File: src/rtl/sdf_r2_stage_d2.sv
// Radix-2 SDF stage, 2-deep delay feedback, W4 twiddles {1,-j}, self-sequenced phase
// counter with valid/flush handshake. Output grows by one bit.
module sdf_r2_stage_d2 #(
    parameter int WIDTH = 17
) (
    input  logic             clk,
    input  logic             rst,
    input  logic             in_valid,
    input  logic             in_sof,
    input  logic [WIDTH-1:0] in_re,
    input  logic [WIDTH-1:0] in_im,
    input  logic             flush,
    output logic             out_valid,
    output logic [WIDTH:0]   out_re,
    output logic [WIDTH:0]   out_im,
    output logic             sof_err
);
    localparam int OW = WIDTH + 1;

    logic [1:0]          cnt_q, cnt_d;
    logic [1:0][OW-1:0]  dl_re_q, dl_re_d, dl_im_q, dl_im_d;
    logic [1:0]          dl_vld_q, dl_vld_d;
    logic                out_valid_q, out_valid_d;
    logic [OW-1:0]       out_re_q, out_re_d, out_im_q, out_im_d;
    logic                sof_err_q, sof_err_d;

    logic                adv, sof_mid;
    logic [1:0]          ph, vld_eff;
    logic [OW-1:0]       in_re_x, in_im_x, head_re, head_im;

    always_comb begin
        adv      = in_valid | (flush & ~cnt_q[1]);
        sof_mid  = in_valid & in_sof & (cnt_q != 2'd0);
        // A start-of-frame always restarts at phase 0; a misplaced one also drops pending data.
        ph       = (in_valid & in_sof) ? 2'd0 : cnt_q;
        vld_eff  = sof_mid ? 2'b00 : dl_vld_q;
        in_re_x  = OW'(signed'(in_re));
        in_im_x  = OW'(signed'(in_im));
        head_re  = dl_re_q[1];
        head_im  = dl_im_q[1];

        cnt_d       = cnt_q;
        dl_re_d     = dl_re_q;
        dl_im_d     = dl_im_q;
        dl_vld_d    = dl_vld_q;
        out_valid_d = 1'b0;
        out_re_d    = out_re_q;
        out_im_d    = out_im_q;
        sof_err_d   = sof_mid;

        if (adv) begin
            cnt_d       = ph + 2'd1;
            dl_re_d[1]  = dl_re_q[0];
            dl_im_d[1]  = dl_im_q[0];
            dl_vld_d[1] = vld_eff[0];
            out_valid_d = vld_eff[1];
            if (!ph[1]) begin
                // Fill: emit the stored difference, twiddled on the way out.
                if (ph[0]) begin
                    out_re_d = head_im;
                    out_im_d = -head_re;
                end else begin
                    out_re_d = head_re;
                    out_im_d = head_im;
                end
                dl_re_d[0]  = in_valid ? in_re_x : '0;
                dl_im_d[0]  = in_valid ? in_im_x : '0;
                dl_vld_d[0] = in_valid;
            end else begin
                out_re_d    = head_re + in_re_x;
                out_im_d    = head_im + in_im_x;
                dl_re_d[0]  = head_re - in_re_x;
                dl_im_d[0]  = head_im - in_im_x;
                dl_vld_d[0] = vld_eff[1];
            end
        end
    end

    always_ff @(posedge clk) begin
        if (rst) begin
            cnt_q       <= '0;
            dl_re_q     <= '0;
            dl_im_q     <= '0;
            dl_vld_q    <= '0;
            out_valid_q <= 1'b0;
            out_re_q    <= '0;
            out_im_q    <= '0;
            sof_err_q   <= 1'b0;
        end else begin
            cnt_q       <= cnt_d;
            dl_re_q     <= dl_re_d;
            dl_im_q     <= dl_im_d;
            dl_vld_q    <= dl_vld_d;
            out_valid_q <= out_valid_d;
            out_re_q    <= out_re_d;
            out_im_q    <= out_im_d;
            sof_err_q   <= sof_err_d;
        end
    end

    assign out_valid = out_valid_q;
    assign out_re    = out_re_q;
    assign out_im    = out_im_q;
    assign sof_err   = sof_err_q;
endmodule

File: config.mk
export PLATFORM = sky130hd
export DESIGN_NAME = sdf_r2_stage_d2
export DESIGN_NICKNAME = d
export VERILOG_FILES = /design/src/rtl/sdf_r2_stage_d2.sv
export SDC_FILE = /design/constraint.sdc
export NUM_CORES = 1
export LEC_CHECK = 0
export ABC_AREA = 1
export CAP_MARGIN = 20
export CORE_ASPECT_RATIO = 0.5
export CORE_UTILIZATION = 30
export DETAILED_ROUTE_END_ITERATION = 8
export GPL_ROUTABILITY_DRIVEN = 1
export GPL_TIMING_DRIVEN = 0
export SYNTH_ARGS = -nofsm -noshare
export SYNTH_HDL_FRONTEND = slang
export SYNTH_SLANG_ARGS = --single-unit
File: constraint.sdc
create_clock -name clk -period 4.03 [get_ports clk]
set_clock_uncertainty 0.05 [all_clocks]
set_input_delay 0.806 -clock clk [delete_from_list [all_inputs] [get_ports clk]]
set_output_delay 0.806 -clock clk [all_outputs]
set_load 0.02 [all_outputs]
After elaboration in Yosys (flattened, before gate mapping)
Index checks and enable logic that the tools add are counted.
{ "totals": {"reg_bits": 114, "output_inout_bits": 38} }
{ "op_classes": {"n_addsub": 6, "n_mux": 11, "bitwise": 6, "reduce_logical": 2} }
{ "op_table": {"columns": ["cell", "count"], "rows": [
  ["$mux 18", 8],
  ["$add 18x18->18", 2],
  ["$sub 18x18->18", 2],
  ["$neg 18->18", 1],
  ["$mux 2", 2],
  ["$and 1x1->1", 3],
  ["$add 2x1->2 const B", 1],
  ["$not 1->1", 2],
  ["$reduce_bool 2->1", 1],
  ["$reduce_or 2->1", 1],
  ["$mux 1", 1],
  ["$or 1x1->1", 1]
]} }

Depth between registers and ports, before layout
Gate-level depths: netlist of run 1.
{ "depth": {"ltp_word": 5, "ltp_mapped": 15} }

Least setup slack after synthesis of run 1
Ideal clock, no wire load.
{ "synth_timing": {"path_kind": "input-to-reg", "start": "in in_re[0]", "end": "reg dl_re_q[16] (netlist name)", "arrival_time_ps": 2146, "t_required_ps": 3861, "setup_slack_ps": 1715, "path_stages": 12, "path_buffers": 0, "cell_sequence": "ha_1 -> fa_1 -> inv_1 -> nand2_1 -> o21ai_2 -> nand2_1 -> nand2_1 -> nand3_1 -> nand2_1 -> nand2_1 -> nand3_1 -> a21oi_1"} }
{ "synth_via": {"elab_chain_cells": 2} }
{ "synth_rtl": {"columns": ["element", "line_no", "rtl"], "rows": [
  ["start: declaration", "10", "input logic [WIDTH-1:0] in_re,"],
  ["$sub 18x18->18", "72", "dl_re_d[0] = head_re - in_re_x;"],
  ["$mux 18", "57", "if (!ph[1]) begin"],
  ["end signal: assignment", "91", "dl_re_q <= dl_re_d;"],
  ["end: declaration", "21", "logic [1:0][OW-1:0] dl_re_q, dl_re_d, dl_im_q, dl_im_d;"]
]} }
Every way passes these cells.
A chain may end at the register's enable or synchronous reset.

Worst setup path after layout of run 1
Same ends and word-level chain as after synthesis.

==> reports/qor.txt, run 1 <==
Clk Latency, worst-skew pair = 0.44 ns
final cell count without fillers = 1951
Setup crit end kind = flop
antenna violations before repair = 1
status = completed
worst hold stages = 2
largest net degree at the start of global routing = 17
final WL = 36.48 mm
Post-Syn Area = 9185 um2
Avg Cell Area, Syn = 6.317 um2
top cell type by total area after synthesis = dfxtp_1
Post-CTS Resized = 0
DRC violations left = 0
n_diodes = 0
cts hold-fix bufs = 0
via count = 10130
sw power = 1.444 mW
H-tree Lvls = 4
RSZ-0062 raised after global routing = false
Static Leak = 5.188 nW
crit path kind = in -> reg
Ys Warns = 0
first-pass GRT wire length = 54.69 mm
Tmin final = 2.921 ns
Synth cell types = 47
DR iter-0 viols = 1103
Fmax = 0.3423 GHz
Final Hold Fails = 0
Hold EP = head_im[14]
Cells after DPL = 1920
FF-to-FF path depth = 12
Layout area overhead = 19.38%
Starting Density = 0.3107
slowest CP cell = clkdlybuf4s50_1
CTS tree = built
top post-synthesis cells by area = dfxtp_1 (25%), nand2_1 (14%), ha_1 (9.4%)
CP max FO = 3
CTS max path bufs = 2
I/O Buffers = 75
GR Util All Layers = 0.2317
Clock Power Share = 0.368
pins over their slew limit = 0
fraction of layout cells with a size suffix above 1 = 0.07179
Post-synth EDFFs = 0
R2R setup slack = 1.49 ns
Worst Hold Class = reg -> reg
DRT antenna net count = 0
Nets = 1660
core area = 29560 um2
number of global-route vias before repair = 8842
share of the synthesized area in the top cell type = 0.2485
TritonRoute pass-1 iters = 5
grt total ovfl = 0
Worst Path Required = 4.35 ns
part of the power in combinational logic = 0.302
share of the yosys chip area belonging to registers = 0.2485
HPWL after DPL = 28.91 mm
die area = 31360 um2
Mapped Cells = 1454
I/O Pins = 77
Final Util = 0.3709
RePlAce Congestion = 0.9661
Worst Tran Pin Value = 0.8734 ns
Switching Share = 0.3648
Arr. time, crit path = 3.24 ns
PD cells = 360.8 nW/um2
# fillers = 3226
Post-Syn Nets = 1566
share of flip-flops with an asynchronous set or reset = 0
Max-slew headroom = 0.4178
CP cell instances = clkdlybuf4s50_1 > ha_1 > fa_1 > inv_1 > nand2_1 > o21ai_2 > nand2_1 > nand2_1 > nand3_1 > nand3_1 > nand3_1 > a21oi_1
Reg power frac = 0.329
height of the chip = 125.7 um
crit start category = input pin
total setup buffers inserted after CTS = 0
maxcap violations = 0
setup TNS = 0 ns
internal power = 2.513 mW
Root Driver = clkbuf_16
Final period util = 0.7249
start point of the worst hold path = dl_im_q[14]
clk slew on worst S/H paths = 0.05 ns
FF-to-FF Start = head_re[0]
Max IR drop VDD = 0.2831 mV
Worst path max stage delay = 0.47 ns
Crit Reg-Reg Endpoint = dl_re_q[16]
CTS Sinks = 114
Final setup violation count = 0
FP Rows = 44
FF+latch count, synth = 114
DR WL/cell = 18.70 um
CTS Buf Count = 17
Via-to-Cell Ratio = 5.191
Main synth FF type = dfxtp_1
Die X = 249.5 um
## cells in the final DEF, fill, tap and decap left out, types with 7 or more instances in the layout
cell type and n:
nor2_1 100, nand4_1 13, ha_1 69, clkbuf_16 17, nand2_1 353, o21ai_0 153
buf_2 28, o21ai_1 25, dfxtp_1 114, a22o_1 8, a31oi_1 17, xor2_1 14
clkbuf_1 26, nor3_1 7, inv_2 11, buf_6 11, buf_4 7, inv_1 175
nand3_1 115, a21oi_1 134, o21bai_1 12, clkdlybuf4s50_1 75
## routing by layer
layer / part of all wire / global-route usage / vias to the layer above
li1: - / - / 4991
met1: 0.50 / 0.3535 / 4686
met2: 0.39 / 0.3186 / 408
met3: 0.089 / 0.05105 / 42
met4: 0.018 / 0.06282 / 0
met5: 0 / 0 / -
## cells by family (layout without fill, tap and decap cells)
family	count (synthesis)	count (layout)	synth area share
XOR/XNOR	18	18	0.01716
AO/OA/AOI/OAI	380	380	0.2275
adder cells (fa/ha/maj)	73	73	0.1027
buffers and inverters	256	362	0.1216
AND/OR/NAND/NOR	613	613	0.2825
flip-flops	114	114	0.2485
## critical path: cells and delay by family
family | cells | cell delay [ns]
compound gates | 2 | 0.38
buf+inv | 2 | 0.59
simple gates | 6 | 0.74
fa+ha+maj | 2 | 0.73
## metrics by stage
| stage | hold slack, ns | power, mW | cell area [um2] | worst slack (ns) |
|---|---|---|---|---|
| 2_1_floorplan | 0.3708 | 2.053 | 9185 | 1.715 |
| 3_3_place_gp | 0.3792 | 2.486 | 10430 | 0.7443 |
| 3_5_place_dp | 0.3855 | 2.487 | 10430 | 0.7453 |
| 4_1_cts | 0.3981 | 3.929 | 10970 | 1.173 |
| 5_1_grt | 0.4189 | 4.137 | 10970 | 0.9906 |
| 6_report | 0.3928 | 3.957 | 10970 | 1.109 |
## layout make-up
cell class / instances / area, um2 / area share
buffer: 70 / 419.2 / 0.03822
timing repair buffer: 75 / 750.7 / 0.06846
inverter: 186 / 698.2 / 0.06367
clock inverter: 6 / 55.05 / 0.005021
sequential: 114 / 2282 / 0.2081
multi-input combinational: 1084 / 5786 / 0.5276
clock buffer: 25 / 485.5 / 0.04427
tap: 391 / 489.2 / 0.04461
## power groups by stage
| stage | clock network, mW | logic (mW) | registers (mW) |
|---|---|---|---|
| 2_1_floorplan | 0 | 0.715 | 1.34 |
| 3_5_place_dp | 0 | 1.16 | 1.32 |
| 3_3_place_gp | 0 | 1.16 | 1.33 |
| 5_1_grt | 1.51 | 1.31 | 1.31 |
| 4_1_cts | 1.46 | 1.17 | 1.30 |
| 6_report | 1.46 | 1.20 | 1.30 |
## cells in the mapped netlist, drive strengths merged, types with 6 or more instances
cell type / number
a31oi: 17
nand4: 13
o21bai: 13
ha: 69
a21oi: 141
clkbuf: 24
inv: 186
nor2: 105
o21ai: 180
a22o: 8
nand2: 355
dfxtp: 114
xor2: 14
nand3: 117
o211ai: 6
nand3b: 6
buf: 46
nor3: 8
## worst max path at each step
stage / start / end / slack [ns] / cells after the start
after floorplan: in_re[0] / dl_re_q[16] / 1.71 / 12
after global placement: in_re[0] / dl_re_q[16] / 0.74 / 12
after detailed placement: in_re[0] / dl_re_q[16] / 0.75 / 12
after CTS: in_re[0] / dl_re_q[16] / 1.17 / 12
after global routing: in_re[0] / dl_re_q[16] / 0.99 / 12
final: in_re[0] / dl_re_q[16] / 1.11 / 12
## flip-flops by register name, indices dropped and copies added (netlist names)
register,count
cnt_q,2
dl_im_q,18
dl_re_q,18
dl_vld_q,2
head_im,18
head_re,18
out_im,18
out_re,18
out_valid,1
sof_err,1
Power figures use the tool's default switching activity.
==> run 2: changes to the inputs <==
==> constraint.sdc (replaced) <==
create_clock -name clk -period 3 [get_ports clk]
set_clock_uncertainty 0.05 [all_clocks]
set_input_delay 0.6 -clock clk [delete_from_list [all_inputs] [get_ports clk]]
set_output_delay 0.6 -clock clk [all_outputs]
set_load 0.02 [all_outputs]
==> results of run 2 <==
The final DEF is identical to that of run 1. Status: completed.
Among the figures that moved: setup slack after placement 0.7453 ns -> -0.07870 ns; setup slack after layout 1.109 ns -> 0.2845 ns; register-to-register setup slack 1.49 ns -> 0.46 ns; total power 3.957 mW -> 5.315 mW; worst IR drop on VDD 0.2831 mV -> 0.3802 mV
==> run 3: changes to the inputs <==
--- a/config.mk
+++ b/config.mk
@@ -12,6 +12,7 @@
 export DETAILED_ROUTE_END_ITERATION = 8
 export GPL_ROUTABILITY_DRIVEN = 1
 export GPL_TIMING_DRIVEN = 0
+export SLEW_MARGIN = 40
 export SYNTH_ARGS = -nofsm -noshare
 export SYNTH_HDL_FRONTEND = slang
 export SYNTH_SLANG_ARGS = --single-unit
==> results of run 3 <==
The final DEF is identical to that of run 1. Status: completed.
Among the figures that moved: setup slack after placement 0.7453 ns -> -0.07870 ns; setup slack after layout 1.109 ns -> 0.2845 ns; register-to-register setup slack 1.49 ns -> 0.46 ns; total power 3.957 mW -> 5.315 mW; worst IR drop on VDD 0.2831 mV -> 0.3802 mV
